### config.mk
export PLATFORM = sky130hd
export DESIGN_NAME = uart_tx_arbiter
export DESIGN_NICKNAME = d
export VERILOG_FILES = /design/src/rtl/uart_tx_arbiter.sv
export SDC_FILE = /design/constraint.sdc
export NUM_CORES = 1
export LEC_CHECK = 0
export ABC_CLOCK_PERIOD_IN_PS = 2500
export CAP_MARGIN = 20
export CORE_UTILIZATION = 28
export CTS_CLUSTER_SIZE = 20
export DETAILED_ROUTE_END_ITERATION = 12
export GPL_TIMING_DRIVEN = 0
export SYNTH_ARGS = -nofsm -noshare
export SYNTH_HDL_FRONTEND = slang
export SYNTH_SLANG_ARGS = --single-unit
### constraint.sdc
create_clock -name clock -period 2.5 [get_ports clock]
set_input_delay 0.25 -clock clock [delete_from_list [all_inputs] [get_ports clock]]
set_output_delay 0.25 -clock clock [all_outputs]
set_load 0.05 [all_outputs]
### src/rtl/uart_tx_arbiter.sv
// Round-robin message arbiter merging NUM_SRC byte streams into one UART transmit stream.
// Grants whole messages, with an optional tag byte in front of each message.
module uart_tx_arbiter #(
  parameter int unsigned NUM_SRC     = 4,
  parameter logic [7:0]  TERMINATOR  = 8'h0A,
  parameter int unsigned MAX_BURST   = 64,
  parameter int unsigned STALL_LIMIT = 16,
  parameter bit          HEADER_EN   = 1'b1,
  parameter logic [7:0]  TAG_BASE    = 8'h30
) (
  input  logic                       clock,
  input  logic                       reset,
  input  logic [NUM_SRC-1:0]         src_canPeek,
  input  logic [8*NUM_SRC-1:0]       src_peek,
  output logic [NUM_SRC-1:0]         src_consume_en,
  output logic                       out_canPeek,
  output logic [7:0]                 out_peek,
  input  logic                       out_consume_en,
  output logic                       busy,
  output logic [$clog2(NUM_SRC)-1:0] grant
);

  localparam int unsigned GW = $clog2(NUM_SRC);

  typedef enum logic [1:0] {IDLE, HDR, BODY} state_t;

  state_t        state, state_nx;
  logic [GW-1:0] last_grant, grant_q, pick;
  logic          found;
  logic [7:0]    byte_cnt, stall_cnt;
  logic          sel_can;
  logic [7:0]    sel_byte;
  logic          take, body_done, stall_done;

  assign sel_can  = src_canPeek[grant_q];
  assign sel_byte = src_peek[{grant_q, 3'b000} +: 8];
  assign take     = (state == BODY) && out_consume_en && sel_can;

  // Terminator and burst limit on the same byte fold into one release.
  assign body_done  = take && ((sel_byte == TERMINATOR) || (byte_cnt == 8'(MAX_BURST - 1)));
  assign stall_done = (state == BODY) && !sel_can && (stall_cnt == 8'(STALL_LIMIT - 1));

  // Search starts just after the previous grant so the releasing source is last.
  always_comb begin
    logic [GW-1:0] idx;
    found = 1'b0;
    pick  = last_grant;
    idx   = '0;
    for (int unsigned i = 1; i <= NUM_SRC; i++) begin
      idx = GW'((32'(last_grant) + i) % NUM_SRC);
      if (!found && src_canPeek[idx]) begin
        found = 1'b1;
        pick  = idx;
      end
    end
  end

  always_ff @(posedge clock) begin
    if (!reset) state <= IDLE;
    else        state <= state_nx;
  end

  always_comb begin
    state_nx = state;
    case (state)
      IDLE: if (found) state_nx = HEADER_EN ? HDR : BODY;
      HDR:  if (out_consume_en) state_nx = BODY;
      BODY: if (body_done || stall_done) state_nx = IDLE;
      default: state_nx = IDLE;
    endcase
  end

  always_ff @(posedge clock) begin
    if (!reset) begin
      last_grant <= GW'(NUM_SRC - 1);
      grant_q    <= '0;
      byte_cnt   <= '0;
      stall_cnt  <= '0;
    end else begin
      case (state)
        IDLE: begin
          byte_cnt  <= '0;
          stall_cnt <= '0;
          if (found) grant_q <= pick;
        end
        HDR: begin
          if (out_consume_en) begin
            byte_cnt  <= '0;
            stall_cnt <= '0;
          end
        end
        BODY: begin
          if (take) begin
            byte_cnt  <= byte_cnt + 8'd1;
            stall_cnt <= '0;
          end else if (!sel_can) begin
            stall_cnt <= stall_cnt + 8'd1;
          end
          if (body_done || stall_done) last_grant <= grant_q;
        end
        default: ;
      endcase
    end
  end

  always_comb begin
    src_consume_en = '0;
    out_canPeek    = 1'b0;
    out_peek       = '0;
    busy           = (state != IDLE);
    grant          = grant_q;
    case (state)
      HDR: begin
        out_canPeek = 1'b1;
        out_peek    = TAG_BASE + 8'(grant_q);
      end
      BODY: begin
        out_canPeek             = sel_can;
        out_peek                = sel_byte;
        src_consume_en[grant_q] = out_consume_en & sel_can;
      end
      default: ;
    endcase
  end

endmodule

[Word-level counts from Yosys, hierarchy flattened]
Index checks and enable logic that the tools add are counted.
Storage, ports and cells
  logic and storage cells: 87
  input port bits: 39
  bits in registers: 22
  output and inout bits: 16
Operators by class
  bitwise operators: 2
  reduce and logical (&&, ||, !) cells: 23
  muxes and demuxes: 33
  eq/ne operators: 10
  magnitude comparators: 6
  shift-type cells: 1
  add/subtract/negate cells: 7
Operators by type and width (number)
  $pmux 8 s3: 2
  $mux 8: 4
  $shiftx 32x6->8: 1
  $add 8x1->8 const B: 2
  $eq 8x4->1 const B: 2
  $pmux 8 s2: 1
  $lt 2x3->1 const B: 5
  $mux 2: 7
  $bmux 1 s2: 5
  $mux 1: 10
  $logic_and 1x1->1: 9
  $reduce_and 3->1: 3
  $eq 8x6->1 const B: 1
  $add 6x2->7 const A: 1
  $ne 2x2->1 const B: 3
  $pmux 2 s3: 1
  $add 2x1->2 const B: 2
  $add 2x2->2 const B: 2
  $and 4x4->4: 1
  $logic_not 1->1: 4
  $mux 4: 1
  $reduce_and 2->1: 2
  $ne 3x3->1 const B: 1
  $reduce_bool 3->1: 1
  10 further kinds: 11

[Depth between registers and ports, before layout]
  depth after elaboration: 15
  gate-level depth with buffers: 8
  depth with buffers taken out: 7

[Worst setup path after synthesis]
No wires, ideal clock.
  path kind: flip-flop to output port
  start point: register grant_q[0] (netlist: grant[0])
  end point: output port src_consume_en[0]
  stages on the path, launching flop included: 5
  setup slack: -0.094 ns
  arrival: 2.344 ns
  data required time: 2.250 ns
  path buffers: 1
  cells stage by stage: dfxtp_1 buf_6 mux4_2 nand3_1 nor3_1
Between the ends
  word-level cells in the longest chain between the ends: 6
  elaborated cells on any way between the ends: 10
  those cells by class: 2 x order compare; 5 x mux; 2 x bitwise; 1 x reduce/logical
Ends and longest elaborated chain
  start, declared: RTL line 28  | logic [GW-1:0] last_grant, grant_q, pick;
  start signal, assigned: RTL line 84  | if (found) grant_q <= pick;
  $lt 2x3->1 (not written as such) / $ge 2x1->1 (equally long branches): RTL line 120  | src_consume_en[grant_q] = out_consume_en & sel_can;
  $logic_and 1x1->1 (not written as such): RTL line 120
  $mux 1 (not written as such): RTL line 120
  $demux 1 s2: RTL line 120
  $and 4x4->4 (no line) *
  $mux 4 *: RTL line 112  | case (state)
  end, declared: RTL line 15  | output logic [NUM_SRC-1:0] src_consume_en,
Mark *: on every way between the ends. The rest lies on a longest branch, timed or not. The select of a mux whose other input is x is not followed.

[Worst setup path after layout]
  start point: register state[0]
  end point: register state[1]
Between the ends
  word-level cells in the longest chain between the ends: 7
  elaborated cells on any way between the ends: 14
  those cells by class: 5 x eq/ne; 1 x mux; 8 x reduce/logical
Ends and longest elaborated chain
  start, declared: RTL line 27  | state_t state, state_nx;
  start signal, assigned: RTL line 60  | else state <= state_nx;
  $eq 2x2->1: RTL line 37, 41, 65
  $logic_and 1x1->1 (2 in series): RTL line 37  | assign take = (state == BODY) && out_consume_en && sel_can;
  $logic_and 1x1->1: RTL line 40  | assign body_done = take && ((sel_byte == TERMINATOR) || (byte_cnt == 8'(MAX_BURST - 1)));
  $logic_or 1x1->1: RTL line 68  | BODY: if (body_done || stall_done) state_nx = IDLE;
  $ne 2x1->1 (no line)
  $reduce_and 3->1 (no line)
Several ways; a longest one is shown, not always the timed one.
A chain may end at the register's enable or synchronous reset.

==> out/results.ini <==
[final_layout]
final_nets=287
finalInstanceArea_um2=2230
layout-drive-gt1-share=0.112
synthToLayoutAreaGrowth_pct=41.5
fin_util=0.424
fillers=546
antenna_cells=0

[global_routing]
first_global_vias=1435
grt_overflow=0
antenna_found_initial=0
grt_use_total=0.144
grt_pass1_wl_mm=6.90
grt_max_degree=13

[logic_synthesis]
synth_top_area_cell=dfxtp_1
ys_types=42
syn_area_um2=1580
ys_seq_area_frac=0.279
netlist_instances=183
ys_ff_latch=22
syn-num-nets=228
ys_warn_count=0
async_flop_share=0
synth.avg_cell_area_um2=8.63
synth_top_area_share=0.279
ys.flop_type=dfxtp_1
synth_edf_count=0
synth_area_leaders=dfxtp_1 (28%), mux4_2 (8.6%), nor2_1 (5.5%), mux4_1 (5.0%), ha_1 (4.8%)

[critical_path]
worstPathRequired_ns=2.70
r2r-end=state[1]
cp-start-kind=flop
crit_type=reg -> reg
rrSetupSlack_ns=0.14
crit_path_end_kind=flop
r2r_cells=7
reg2reg_from=state[0]
worstPathArrival_ns=2.56
path_max_fanout=7
cp-startpoint=state[0]

[route]
wl_mm=4.03
routed.top_layer=met4
met1_length_mm=1.92
dr.pass1.iters=5
route.met3.wl_um=112
via_per_inst=4.90
vias=1523
wire_per_inst_um=12.9
drtIter0Drc=70
ant_nets=0
route.met2.wl_mm=1.90
drc=0

[hold_path]
hold_class=reg -> reg
worstHoldStart=stall_cnt[1]
holdPathStages=2
hold_end=stall_cnt[1]

[pwr]
power.total_mw=1.52
leakagePower_nw=0.825
power.density_nw_per_um2=678
ir_worst_vdd_uv=483

[sta]
slew_headroom=0.658
fin_ws_ns=0.136
layout_min_cycle_time_ns=2.36
fmax_mhz=423
finalCritPeriodShare=0.945
finClkSkew_ns=0.00417
setup_tns_ns=0
hold_violations=0
worst_slew_pin_slew_ns=0.515
slew_viol_final=0
setup_viol=0
rsz0062_at_grt=no

[flow_run]
drv_cap=0

[die]
initial_core_util=0.300
dieArea_um2=5940
pin_count=55
fp.dieH_um=77.1
fp.coreArea_um2=5270
num_rows=26
die_w_um=77.1

[clock_tree]
cts_tree=yes
clock_path_buffers=2
cts_setup_buffers=0
cts.sink_count=22
cts-buffers-inserted=3
worstSkewPairLatency_ns=0.26
clk_pin_slew_ns=0.08
cts_root_buffer=clkbuf_8
htreeDepth=1

[placement]
port_buffers=54
dpl_worst_slack_ns=-0.371
post-dp-hpwl_mm=3.20
finalWeightedCongestion=0.760
placed_cell_area_um2=2210

[status]
status=finished clean

## report_power, final
part / internal (mW) / switching, mW / total [mW]
Sequential: 0.379 / 0.0313 / 0.411
Combinational: 0.336 / 0.508 / 0.845
Clock: 0.140 / 0.119 / 0.260
## layer usage
layer | vias up | GRT usage
met2 | 28 | 0.238
li1 | 782 | -
met4 | 0 | 0.0547
met5 | - | 0
met1 | 704 | 0.191
met3 | 9 | 0.0155
## through the flow
step	hold WS, ns	std cells
global route	0.526	311
finish	0.505	311
floorplan	0.396	183
CTS	0.505	311
detailed placement	0.493	307
global placement	0.479	307
## flip-flops by register name (all words and copies together), names as in the netlist
| register | cells |
|---|---|
| byte_cnt | 8 |
| grant | 2 |
| last_grant | 2 |
| stall_cnt | 8 |
| state | 2 |
## cells by family after synthesis
group / Yosys count / synth area share
buffers and inverters: 16 / 0.0436
adders and majority gates: 6 / 0.0475
muxes: 14 / 0.167
xor gates and xnor gates: 13 / 0.0721
AOI/OAI and AO/OA: 33 / 0.138
and+or+nand+nor: 79 / 0.253
DFF: 22 / 0.279
## cell usage after synthesis, types with 2 or more instances
cell type / count
a22oi_1: 3
xor2_1: 7
nor4b_1: 2
nor4_1: 2
nor2b_1: 5
nor2_1: 23
xnor2_1: 6
dfxtp_1: 22
mux4_1: 3
o21ai_0: 9
o221ai_1: 2
nor3_1: 9
a21oi_1: 8
nand2b_1: 3
inv_1: 8
mux4_2: 6
clkbuf_1: 5
or4_1: 2
and3_1: 5
ha_1: 6
mux2i_1: 5
nand2_1: 17
nand3_1: 6
## final cells by class
cell class	count	area, um2	share of cell area
Clock buffer	4	55.1	0.0246
Sequential cell	22	442	0.198
Inverter	9	33.8	0.0151
Tap cell	70	87.6	0.0392
Buffer	7	38.8	0.0174
Multi-Input combinational cell	145	1080	0.485
Timing Repair Buffer	54	494	0.221
## critical path, cell delays in order, from the launching register on
cell     delay (ns)
dfxtp_1        0.35
inv_1          0.10
ha_2           0.27
or4bb_1        0.41
or4b_4         0.57
a31o_1         0.25
a21oi_2        0.16
mux2i_1        0.19
## worst max path at each step
stage,cells past startpoint,end
after floorplan,3,src_consume_en[0]
after global placement,5,out_canPeek
after detailed placement,5,out_canPeek
after CTS,6,out_peek[0]
after global routing,7,state[1]
final,7,state[1]
## layout by cell type (no fill, tap or decap), drive strengths merged, types with 7 or more instances in the layout
| cell | count |
|---|---|
| clkdlybuf4s50 | 41 |
| nor2 | 23 |
| dfxtp | 22 |
| clkbuf | 18 |
| nand2 | 17 |
| o21ai | 10 |
| nor3 | 9 |
| a21oi | 9 |
| mux4 | 9 |
| inv | 8 |
| xor2 | 7 |
## timing repair
action,CTS,global route
pin swaps,0,0
cloned,0,0
hold buffers,0,0
endpoints found under the setup margin,13,14
gates resized for setup,15,23
(Power assumes the default switching activity.)
